===== src/rtl/pipelined_adder_pkg.sv =====
// rtl/pipelined_adder_pkg.sv - shared defaults and slice-width derivation for pipelined_adder
package pipelined_adder_pkg;

  localparam int DEFAULT_WIDTH  = 16;
  localparam int DEFAULT_STAGES = 4;

  // WIDTH must divide evenly by STAGES; every stage handles one equal slice.
  function automatic int slice_width(input int width, input int stages);
    return width / stages;
  endfunction

endpackage


===== src/rtl/adder_slice.sv =====
// rtl/adder_slice.sv - combinational SW-bit ripple-carry adder used once per pipeline stage
module adder_slice #(
  parameter int SW = 4
) (
  input  logic [SW-1:0] a,
  input  logic [SW-1:0] b,
  input  logic          cin,
  output logic [SW-1:0] sum,
  output logic          cout
);

  logic [SW:0] c;

  always_comb begin
    sum  = '0;
    c    = '0;
    c[0] = cin;
    for (int i = 0; i < SW; i++) begin
      sum[i]  = a[i] ^ b[i] ^ c[i];
      c[i+1]  = (a[i] & b[i]) | (c[i] & (a[i] ^ b[i]));
    end
  end

  assign cout = c[SW];

endmodule


===== src/rtl/pipelined_adder.sv =====
// rtl/pipelined_adder.sv - STAGES-deep carry-pipelined adder/subtractor with global valid/ready stall
module pipelined_adder
  import pipelined_adder_pkg::*;
#(
  parameter int WIDTH  = DEFAULT_WIDTH,
  parameter int STAGES = DEFAULT_STAGES
) (
  input  logic             Clk,
  input  logic             Rst_n,
  input  logic [WIDTH-1:0] A,
  input  logic [WIDTH-1:0] B,
  input  logic             Cin,
  input  logic             Sub,
  input  logic             In_Valid,
  output logic             In_Ready,
  output logic [WIDTH-1:0] Sum,
  output logic             Carry,
  output logic             Overflow,
  output logic             Out_Valid,
  input  logic             Out_Ready
);

  localparam int SW = slice_width(WIDTH, STAGES);
  localparam int L  = STAGES - 1;

  // Row k holds what stage k sees/stores; column j is slice j of the operand or sum.
  // Stage k keeps operand slices j > k (not yet added) and sum slices j <= k.
  logic [SW-1:0] in_a [STAGES][STAGES];
  logic [SW-1:0] in_b [STAGES][STAGES];
  logic [SW-1:0] in_s [STAGES][STAGES];
  logic [SW-1:0] a_q  [STAGES][STAGES];
  logic [SW-1:0] b_q  [STAGES][STAGES];
  logic [SW-1:0] s_q  [STAGES][STAGES];

  logic [STAGES-1:0] in_v;
  logic [STAGES-1:0] in_c;
  logic [STAGES-1:0] vld_q;
  logic [STAGES-1:0] cry_q;
  logic [SW-1:0]     slice_s [STAGES];
  logic [STAGES-1:0] slice_co;

  logic             adv;
  logic             ovf_q;
  logic             ovf_next;
  logic [WIDTH-1:0] b_eff;

  assign adv      = ~vld_q[L] | Out_Ready;
  assign In_Ready = adv;

  // Subtract is A + ~B + 1, so the inversion and forced carry happen before stage 0.
  assign b_eff   = Sub ? ~B : B;
  assign in_v[0] = In_Valid;
  assign in_c[0] = Sub | Cin;

  for (genvar j = 0; j < STAGES; j++) begin : g_src0
    assign in_a[0][j] = A[j*SW +: SW];
    assign in_b[0][j] = b_eff[j*SW +: SW];
    assign in_s[0][j] = '0;
  end

  for (genvar k = 1; k < STAGES; k++) begin : g_link
    assign in_v[k] = vld_q[k-1];
    assign in_c[k] = cry_q[k-1];
    for (genvar j = 0; j < STAGES; j++) begin : g_col
      assign in_a[k][j] = a_q[k-1][j];
      assign in_b[k][j] = b_q[k-1][j];
      assign in_s[k][j] = s_q[k-1][j];
    end
  end

  for (genvar k = 0; k < STAGES; k++) begin : g_slice
    adder_slice #(
      .SW(SW)
    ) u_slice (
      .a    (in_a[k][k]),
      .b    (in_b[k][k]),
      .cin  (in_c[k]),
      .sum  (slice_s[k]),
      .cout (slice_co[k])
    );
  end

  // Signed overflow only depends on the top slice, which the last stage adds.
  assign ovf_next = (in_a[L][L][SW-1] == in_b[L][L][SW-1]) &
                    (slice_s[L][SW-1] != in_a[L][L][SW-1]);

  always_ff @(posedge Clk or negedge Rst_n) begin
    if (!Rst_n) begin
      vld_q <= '0;
      cry_q <= '0;
      ovf_q <= 1'b0;
      for (int k = 0; k < STAGES; k++) begin
        for (int j = 0; j < STAGES; j++) begin
          a_q[k][j] <= '0;
          b_q[k][j] <= '0;
          s_q[k][j] <= '0;
        end
      end
    end else if (adv) begin
      vld_q <= in_v;
      cry_q <= slice_co;
      ovf_q <= ovf_next;
      for (int k = 0; k < STAGES; k++) begin
        for (int j = 0; j < STAGES; j++) begin
          if (j > k) begin
            a_q[k][j] <= in_a[k][j];
            b_q[k][j] <= in_b[k][j];
          end
          if (j < k) begin
            s_q[k][j] <= in_s[k][j];
          end else if (j == k) begin
            s_q[k][j] <= slice_s[k];
          end
        end
      end
    end
  end

  always_comb begin
    Sum = '0;
    for (int j = 0; j < STAGES; j++) begin
      Sum[j*SW +: SW] = s_q[L][j];
    end
  end

  assign Carry     = cry_q[L];
  assign Overflow  = ovf_q;
  assign Out_Valid = vld_q[L];

endmodule


===== config.mk =====
export PLATFORM = sky130hd
export DESIGN_NAME = pipelined_adder
export DESIGN_NICKNAME = d
export VERILOG_FILES = /design/src/rtl/pipelined_adder_pkg.sv /design/src/rtl/adder_slice.sv /design/src/rtl/pipelined_adder.sv
export SDC_FILE = /design/constraint.sdc
export NUM_CORES = 1
export LEC_CHECK = 0
export BUFFER_PORTS_ARGS = -buffer_cell sky130_fd_sc_hd__buf_2
export CAP_MARGIN = 15
export CORE_ASPECT_RATIO = 1.5
export CORE_UTILIZATION = 37
export DETAILED_ROUTE_END_ITERATION = 12
export PLACE_DENSITY = 0.54
export SYNTH_ARGS = -nofsm -noshare
export SYNTH_HDL_FRONTEND = slang
export SYNTH_SLANG_ARGS = --single-unit

===== constraint.sdc =====
create_clock -name Clk -period 2.92 [get_ports Clk]
set_clock_uncertainty 0.2 [all_clocks]
set_input_delay 0.73 -clock Clk [delete_from_list [all_inputs] [get_ports Clk]]
set_output_delay 0.73 -clock Clk [all_outputs]
set_load 0.03 [all_outputs]

### After elaboration in Yosys (flattened, before gate mapping)

Cells that the tools add are included.

| storage, ports and cells | value |
|---|---|
| register bits after elaboration | 97 |
| bits in latches | 0 |
| bits in writable memories | 0 |
| bits in read-only memories | 0 |
| logic and storage cells | 113 |
| memories | 0 |

| operators by class | value |
|---|---|
| add/sub/neg operators | 0 |
| multiply operators | 0 |
| div/mod/pow operators | 0 |
| magnitude comparators | 0 |
| eq/ne operators | 2 |
| shift operators | 0 |
| multiplexer cells | 1 |
| bitwise logic cells | 85 |
| reductions and logical operators | 0 |

Operators with widths:

| kind | number |
|---|---|
| 1-bit AND | 33 |
| 1-bit XOR | 32 |
| 1-bit OR | 18 |
| 16-bit 2-to-1 mux | 1 |
| 16-bit inverter | 1 |
| 1-bit equality test | 1 |
| 1-bit != test | 1 |
| 1-bit inverter | 1 |

### Longest topological paths before layout

Gate-level depths: netlist of run 1.

| logic depth | value |
|---|---|
| depth after elaboration | 11 |
| mapped depth | 11 |
| depth with buffers taken out | 9 |

### Hierarchy

From an unflattened synthesis of run 1, not the netlist that was laid out.

| unflattened totals | value |
|---|---|
| cells, all modules | 284 |
| area total of the unflattened synthesis | 4320.4 um^2 |

By module, submodules not included:

| module | times used | cells each | area an instance (um^2) | seq. area each (um^2) |
|---|---|---|---|---|
| pipelined_adder | 1 | 228 | 3849.9 | 2427.3 |
| adder_slice | 4 | 14 | 117.6 | 0.0 |

### Least setup slack after synthesis of run 1

No wires, ideal clock.

| timing | value |
|---|---|
| path kind | in2reg |
| from | in Sub |
| to | reg s_q, in the netlist in_s[47] |
| library setup time | 0.125 ns |
| data arrival time | 3.005 ns |
| data required time | 2.595 ns |
| path slack | -0.410 ns |
| cell stages on the path | 11 |
| buffers on the path | 2 |
| cell sequence | buf_2 > buf_2 > xnor2_1 > fa_1 > inv_1 > fa_1 > inv_1 > fa_1 > inv_1 > fa_1 > mux2_4 |

| on the way | value |
|---|---|
| cells in the longest elaborated chain, start to end | 9 |
| elaborated cells on any way between the ends | 16 |
| those cells by class | 1 x mux; 15 x bitwise |

RTL lines:

| what | RTL line | source |
|---|---|---|
| start: declaration | pipelined_adder.sv:13 | `input logic Sub,` |
| 16-bit 2-to-1 mux | pipelined_adder.sv:51 | `assign b_eff = Sub ? ~B : B;` |
| 1-bit XOR | adder_slice.sv:20 | `c[i+1] = (a[i] & b[i]) \| (c[i] & (a[i] ^ b[i]));` |
| 1-bit AND | adder_slice.sv:20 |  |
| 1-bit OR | adder_slice.sv:20 |  |
| 1-bit AND | adder_slice.sv:20 |  |
| 1-bit OR | adder_slice.sv:20 |  |
| 1-bit AND | adder_slice.sv:20 |  |
| 1-bit OR | adder_slice.sv:20 |  |
| 1-bit XOR * | adder_slice.sv:19 | `sum[i] = a[i] ^ b[i] ^ c[i];` |
| via g_slice[0].u_slice.sum[3] | adder_slice.sv:8 | `output logic [SW-1:0] sum,` |
| end signal: indexed assignment | pipelined_adder.sv:110 | `s_q[k][j] <= in_s[k][j];` |
| end signal: indexed assignment | pipelined_adder.sv:112 | `s_q[k][j] <= slice_s[k];` |
| end: declaration | pipelined_adder.sv:33 | `logic [SW-1:0] s_q [STAGES][STAGES];` |

Mark *: on every way through the listed nets, which the timed path passes. The rest lies on a longest branch.
A chain may end at the register's enable or synchronous reset.

### Worst setup path after layout of run 1

Ends and elaborated chain as after synthesis.

==> metrics.md, run 1 <==
| Metric | Value |
|---|---|
| RSZ-0062 raised after global routing | no |
| Hold Vio Cnt, Final | 0 |
| Via count | around 2300 |
| Slowest stage delay, CP | 380 ps |
| CP Launch Type | input pin |
| Nets@finish | 400 |
| Worst EP arrival | 2720 ps |
| Mapped Cells | between 200 and 300 |
| Critical Path RT | 2950 ps |
| Full die area | about 13000 um^2 |
| Share of the synthesized area in the top cell type | 53.1% |
| Clock tree sinks | between 90 and 100 |
| Vias in the first global route | between 2000 and 3000 |
| TritonCTS clock tree | done |
| Post-route insts no fill | 503 |
| Crit path cell chain | buf_2 -> xnor2_4 -> fa_2 -> inv_2 -> fa_2 -> inv_1 -> fa_2 -> inv_2 -> fa_1 -> mux2_4 |
| Delay-heaviest family, CP | adder cells |
| Final Util | between 40% and 50% |
| Area leader, netlist | dfrtp_1 |
| Fin worst setup slack | 223 ps |
| YS warnings | 0 |
| Synth area leaders | dfrtp_1 53%, mux2_4 21%, fa_1 7.0%, mux2_2 4.4%, buf_12 3.1% |
| CP Capture Type | flop |
| Critical path class | input pin to flop |
| Most used cell, CP | fa_2 |
| Initial antenna violation count | 0 |
| Slowest CP cell | fa_2 |
| Commonest non-fill, non-tap cell in the layout | dfrtp_1 |
| Fillers | between 1000 and 1500 |
| First-pass GRT wire length | about 13 mm |
| Leak | 2.56 nW |
| Power per cell area | 1110 nW/um^2 |
| Storage element area | around 2400 um^2 |
| Max-slew headroom | 64.3% |
| Multi-input gate area | 1860 um^2 |
| Std cell rows | a little under 50 |
| Die X | 92.7 um |
| Worst slew pin tran | between 500 and 600 ps |
| Most frequent cells in the layout | 97 x dfrtp_1, 64 x mux2_4, 56 x buf_2, 24 x inv_1, 18 x mux2_2 |
| HPWL after DPL | roughly 5.3 mm |
| Largest net degree at the start of global routing | 98 |
| Antenna cells | 0 |
| # DRC | 0 |
| Sum Neg Setup Slack | 0 ps |
| WP buf/inv | 4 |
| Pre-Repair DR Iteration Count | 4 |
| DR vias/cell | 4.54 |
| #FFs+latches synth | 97 |
| Final setup fails | 0 |
| Clock Pin Slew Worst Setup and Hold Paths | 60 ps |
| CTS buffer count | 9 |
| Crit path max fanout | 4 |
| Synth-to-layout area growth | 15.8% |
| Tot Pwr | 5.87 mW |
| Antenna violation net count after detailed routing | 0 |
| Clock Tree Buf Depth | 2 |
| Outcome | completed |
| Post-synth net total | 339 |
| Sequential area share after synthesis | 53.1% |
| Clock Latency Late Sink | approximately 340 ps |
| Initial drt markers | between 60 and 70 |
| Post-CTS Resized | 0 |
| Netlist area before placement | 4570 um^2 |
| Postcts setup bufs | 0 |
| Cts hold-fix bufs | 0 |
| CTS H-tree depth | 3 |
| Core area | around 12000 um^2 |
| Tmin final | 2700 ps |
| Die H | 138 um |
| Tot GR Track Use | 13.6% |
| Starting Density | around two fifths |
| Io pins | 58 |
| Total wire length | between 7 and 8 mm |
| Fin crit share | around 92% |
| Post-Place Setup Slack | -146 ps |
| Wirelength per Cell | 15.9 um |
| GP Congestion | 0.709 |
| Max_cap viols | 0 |
| Avg Inst Size Synth | ~16 um^2 |
| Final Max Slew Viols | 0 |
| Fraction of layout cells with a size suffix above 1 | 48.9% |
| Hold Path Class | input pin to asynchronous set/reset pin |
| IO buf count | 57 |
| Fmax | 371 MHz |
| Clk root buf | clkbuf_16 |
| Max VDD drop | around 0.36 mV |
| Synth cell types | 22 |
| GRT overflow | 0 |
| # placed instances | 487 |
per-stage QoR:
step	instance area [um^2]	hold WS (ps)
finish	5290	219
global route	5290	289
CTS	5290	263
detailed placement	4970	260
global placement	4970	266
floorplan	4610	234
cell usage after synthesis, drive strengths merged:
library cell and count:
xnor2 4, o31ai 1, nor2b 1, a21oi 11, buf 13, mux2 82
nor2 1, fa 16, nand2b 1, nor3b 11, ha 1, clkbuf 2
dfrtp 97, mux2i 2, inv 27, xor2 13, nand3b 1
report_power, final:
group / leakage [nW] / switching (mW) / internal (mW) / total (mW)
combinational: 1.29 / 1.03 / 1.27 / 2.29
clock: 0.144 / 0.512 / 0.749 / 1.26
sequential: 1.12 / 0.359 / 1.95 / 2.31
total: 2.56 / 1.90 / 3.97 / 5.87
worst paths after layout:
| kind | end | slack (ps) | depth (start not counted) | start |
|---|---|---|---|---|
| min in group Clk | vld_q[3] | 280 | 1 | vld_q[2] |
| setup / recovery | in_s[47] | 220 | 10 | Sub |
| hold / removal | Sum[2] | 220 | 2 | Rst_n |
| hold reg to reg | vld_q[3] | 280 | 1 | vld_q[2] |
| max in group asynchronous | in_s[30] | 1880 | 2 | Rst_n |
| setup reg to reg | Overflow | 290 | 9 | a_q[16] |
cell type report:
type / count / area share, %
multi-input cells: 145 / 35.2
repair buffers: 65 / 7.28
flip-flops and latches: 97 / 45.9
clock buffers: 9 / 4.26
inverters: 27 / 1.96
well taps: 153 / 3.62
clock inverters: 7 / 1.80
state kept, by name, indices dropped and copies added, names as in the netlist:
name	count
b_q	24
a_q	24
in_s	24
Sum	16
vld_q	4
cry_q	4
Overflow	1
per-layer routing:
metal,track usage (%),part of all wire (%)
met1,17.7,44
met2,21.5,50
met3,2.92,3.6
met4,6.80,1.9
met5,0,0
cells by family (layout without fill, tap and decap cells):
group | Yosys count | count (layout) | synth area share, %
adder cells (fa/ha/maj) | 17 | 17 | 7.29
buffers and inverters | 42 | 108 | 6.66
multiplexers | 84 | 84 | 25.9
AO/OA/AOI/OAI | 12 | 12 | 1.37
flip-flops | 97 | 97 | 53.1
XOR/XNOR | 17 | 17 | 3.26
AND/OR/NAND/NOR | 15 | 15 | 2.38
worst reg2reg max path, cell delays in order (launching register included):
cell and delay (ps):
dfrtp_1 390, fa_1 410, inv_1 70, fa_1 150, inv_1 50, fa_1 400, inv_1 90, fa_1 450
xor2_1 160, o31ai_1 180
Power figures use the tool's default switching activity.
==> run 2, diff against run 1 <==
Settings changed: CORE_UTILIZATION 37 to 47, PLACE_DENSITY 0.54 to 0.66.
==> metrics.md, run 2 (synthesis gave the netlist of run 1 again) <==
| Metric | Value |
|---|---|
| Outcome | completed |
| Fraction of layout cells with a size suffix above 1 | 49.0% (+0.14 points) |
| GP Congestion | 0.707 (-0.39%) |
| Clock tree sinks | 97 (unchanged) |
| CP Launch Type | input pin |
| Die H | 123 um (-11%) |
| CTS H-tree depth | 3 (unchanged) |
| Tmin final | 2720 ps (+25.1 ps) |
| IO buf count | 57 (unchanged) |
| Post-route insts no fill | 461 (-8.3%) |
| GRT overflow | 0 (unchanged) |
| Post-Layout Inst Area | 5180 um^2 (-2.0%) |
| Internal | 3.83 mW (-3.4%) |
| Crit path max fanout | 4 (unchanged) |
| DR vias/cell | 4.95 (+9.2%) |
| Sw Ratio | 33.1% (+0.76 points) |
| Cts hold-fix bufs | 0 (unchanged) |
| Pre-Repair DR Iteration Count | 3 (-1) |
| Sequential power share | 40.4% (+1.0 points) |
| HPWL after DPL | 4.88 mm (-8.6%) |
| Power per cell area | 1100 nW/um^2 (-0.33%) |
| Largest net degree at the start of global routing | 98 (unchanged) |
| Fillers | 808 (-29%) |
| Wirelength per Cell | 16.1 um (+1.6%) |
| Post-DP Area | 4900 um^2 (-1.4%) |
| Psw | 1.90 mW (about the same) |
| Clock Pin Slew Worst Setup and Hold Paths | 60 ps (about the same) |
| Total wire length | 7.45 mm (-6.8%) |
| Full die area | 10100 um^2 (-21%) |
| Initial antenna violation count | 0 (unchanged) |
| Most frequent cells in the layout | 97 x dfrtp_1, 64 x mux2_4, 56 x buf_2, 23 x inv_1, 18 x mux2_2 |
| Nets@finish | 399 (-0.25%) |
| Logic pwr share | 40.4% (+1.3 points) |
| Synth-to-layout area growth | 13.5% |
| FF-to-FF Start | a_q[16] |
| Max VDD drop | 0.645 mV (+82%) |
| Clock Tree Buf Depth | 2 (unchanged) |
| Max_cap viols | 0 (unchanged) |
| RSZ-0062 raised after global routing | no |
| CTS buffer count | 9 (unchanged) |
| Storage element area | 2430 um^2 (unchanged) |
| Die X | 82.5 um (-11%) |
| TritonCTS clock tree | done |
| Final Max Slew Viols | 0 (unchanged) |
| Starting Density | 48.8% (+11 points) |
| Commonest non-fill, non-tap cell in the layout | dfrtp_1 |
| Final setup fails | 0 (unchanged) |
| CP Capture Type | flop |
| Antenna cells | 0 (unchanged) |
| Fin crit share | 93.2% (+0.86 points) |
| First-pass GRT wire length | 12.7 mm (-3.8%) |
| Hold Vio Cnt, Final | 0 (unchanged) |
| Critical path class | input pin to flop |
| Reg-to-reg endpoint | Overflow |
| Worst slew pin tran | 503 ps (-33.4 ps) |
| Via count | 2284 (+0.044%) |
| Io pins | 58 (unchanged) |
| Antenna violation net count after detailed routing | 0 (unchanged) |
| Core area | 9360 um^2 (-22%) |
| Max-slew headroom | 66.5% (+2.2 points) |
| Clock power frac | 19.2% (-2.3 points) |
| Hold Path Class | input pin to asynchronous set/reset pin |
| Vias in the first global route | 2481 (-2.9%) |
| Std cell rows | 43 (-12%) |
| # placed instances | 445 (-8.6%) |
| Tot GR Track Use | 17.4% (+3.8 points) |
| Clk root buf | clkbuf_16 |
| Multi-input gate area | 1870 um^2 (+0.13%) |
| Crit path from | Sub |
| # DRC | 0 (unchanged) |
| Reg-to-reg setup timing slack | 250 ps (-40 ps) |
| Leak | 2.53 nW (-1.1%) |
| Fmax | 367 MHz (-0.92%) |
| Initial drt markers | 77 (+18%) |
| Critical Path RT | 2950 ps (about the same) |
| Clock Latency Late Sink | 340 ps (about the same) |
| R2R cell count | 9 (unchanged) |
| Worst EP arrival | 2750 ps (+30 ps) |
## run 2: metal layers
layer  GRT usage [%]  routed length (um)  up-vias
met5               0                   0        -
met4            7.76                 157        0
met3            3.87                 226       10
met2            27.6                3760       33
met1            22.6                3300     1186
li1                -                   -     1055
## run 2: power groups by stage
stage	clock, mW	combinational (mW)	sequential (mW)
3_3_place_gp	0	2.28	2.32
4_1_cts	1.14	2.36	2.33
5_1_grt	1.19	2.57	2.41
3_5_place_dp	0	2.33	2.34
6_report	1.10	2.31	2.32
2_1_floorplan	0	1.69	2.50
## run 2: critical path: stages
cell and delay (ps):
buf_2 170, xnor2_4 150, fa_2 380, inv_2 60
fa_2 170, inv_1 50, fa_2 330, inv_2 70
fa_1 380, mux2_4 260
## run 2: repair_timing
item / in CTS / in global routing
setup buffers: 0 / 0
gates resized for setup: 0 / 2
endpoints found under the setup margin: 0 / 1
## run 2: how the worst max path moves through the flow
| stage | to | slack (ps) | cells after the start |
|---|---|---|---|
| after floorplan | in_s[47] | -170 | 11 |
| after global placement | in_s[47] | -120 | 10 |
| after detailed placement | in_s[47] | -170 | 10 |
| after CTS | in_s[47] | 190 | 10 |
| after global routing | Overflow | 20 | 9 |
| final | in_s[47] | 200 | 10 |
## run 2: final cells by class
type                    instances  share of cell area, %
inverters                      27                   2.00
multi-input cells             145                   36.0
clock inverters                 5                  0.772
repair buffers                 64                   7.05
clock buffers                  11                   4.68
well taps                     112                   2.70
flip-flops and latches         97                   46.8
## run 2: stage by stage
stage,utilization [%],total power [mW],setup TNS (ps),setup WS [ps],hold WS [ps]
after detailed placement,52.3,4.67,-224,-172,286
after global placement,52.3,4.60,-125,-125,251
after global routing,55.4,6.17,0,17.1,273
after CTS,55.4,5.83,0,192,261
final,55.4,5.73,0,198,234
after floorplan,-,4.20,-194,-171,234
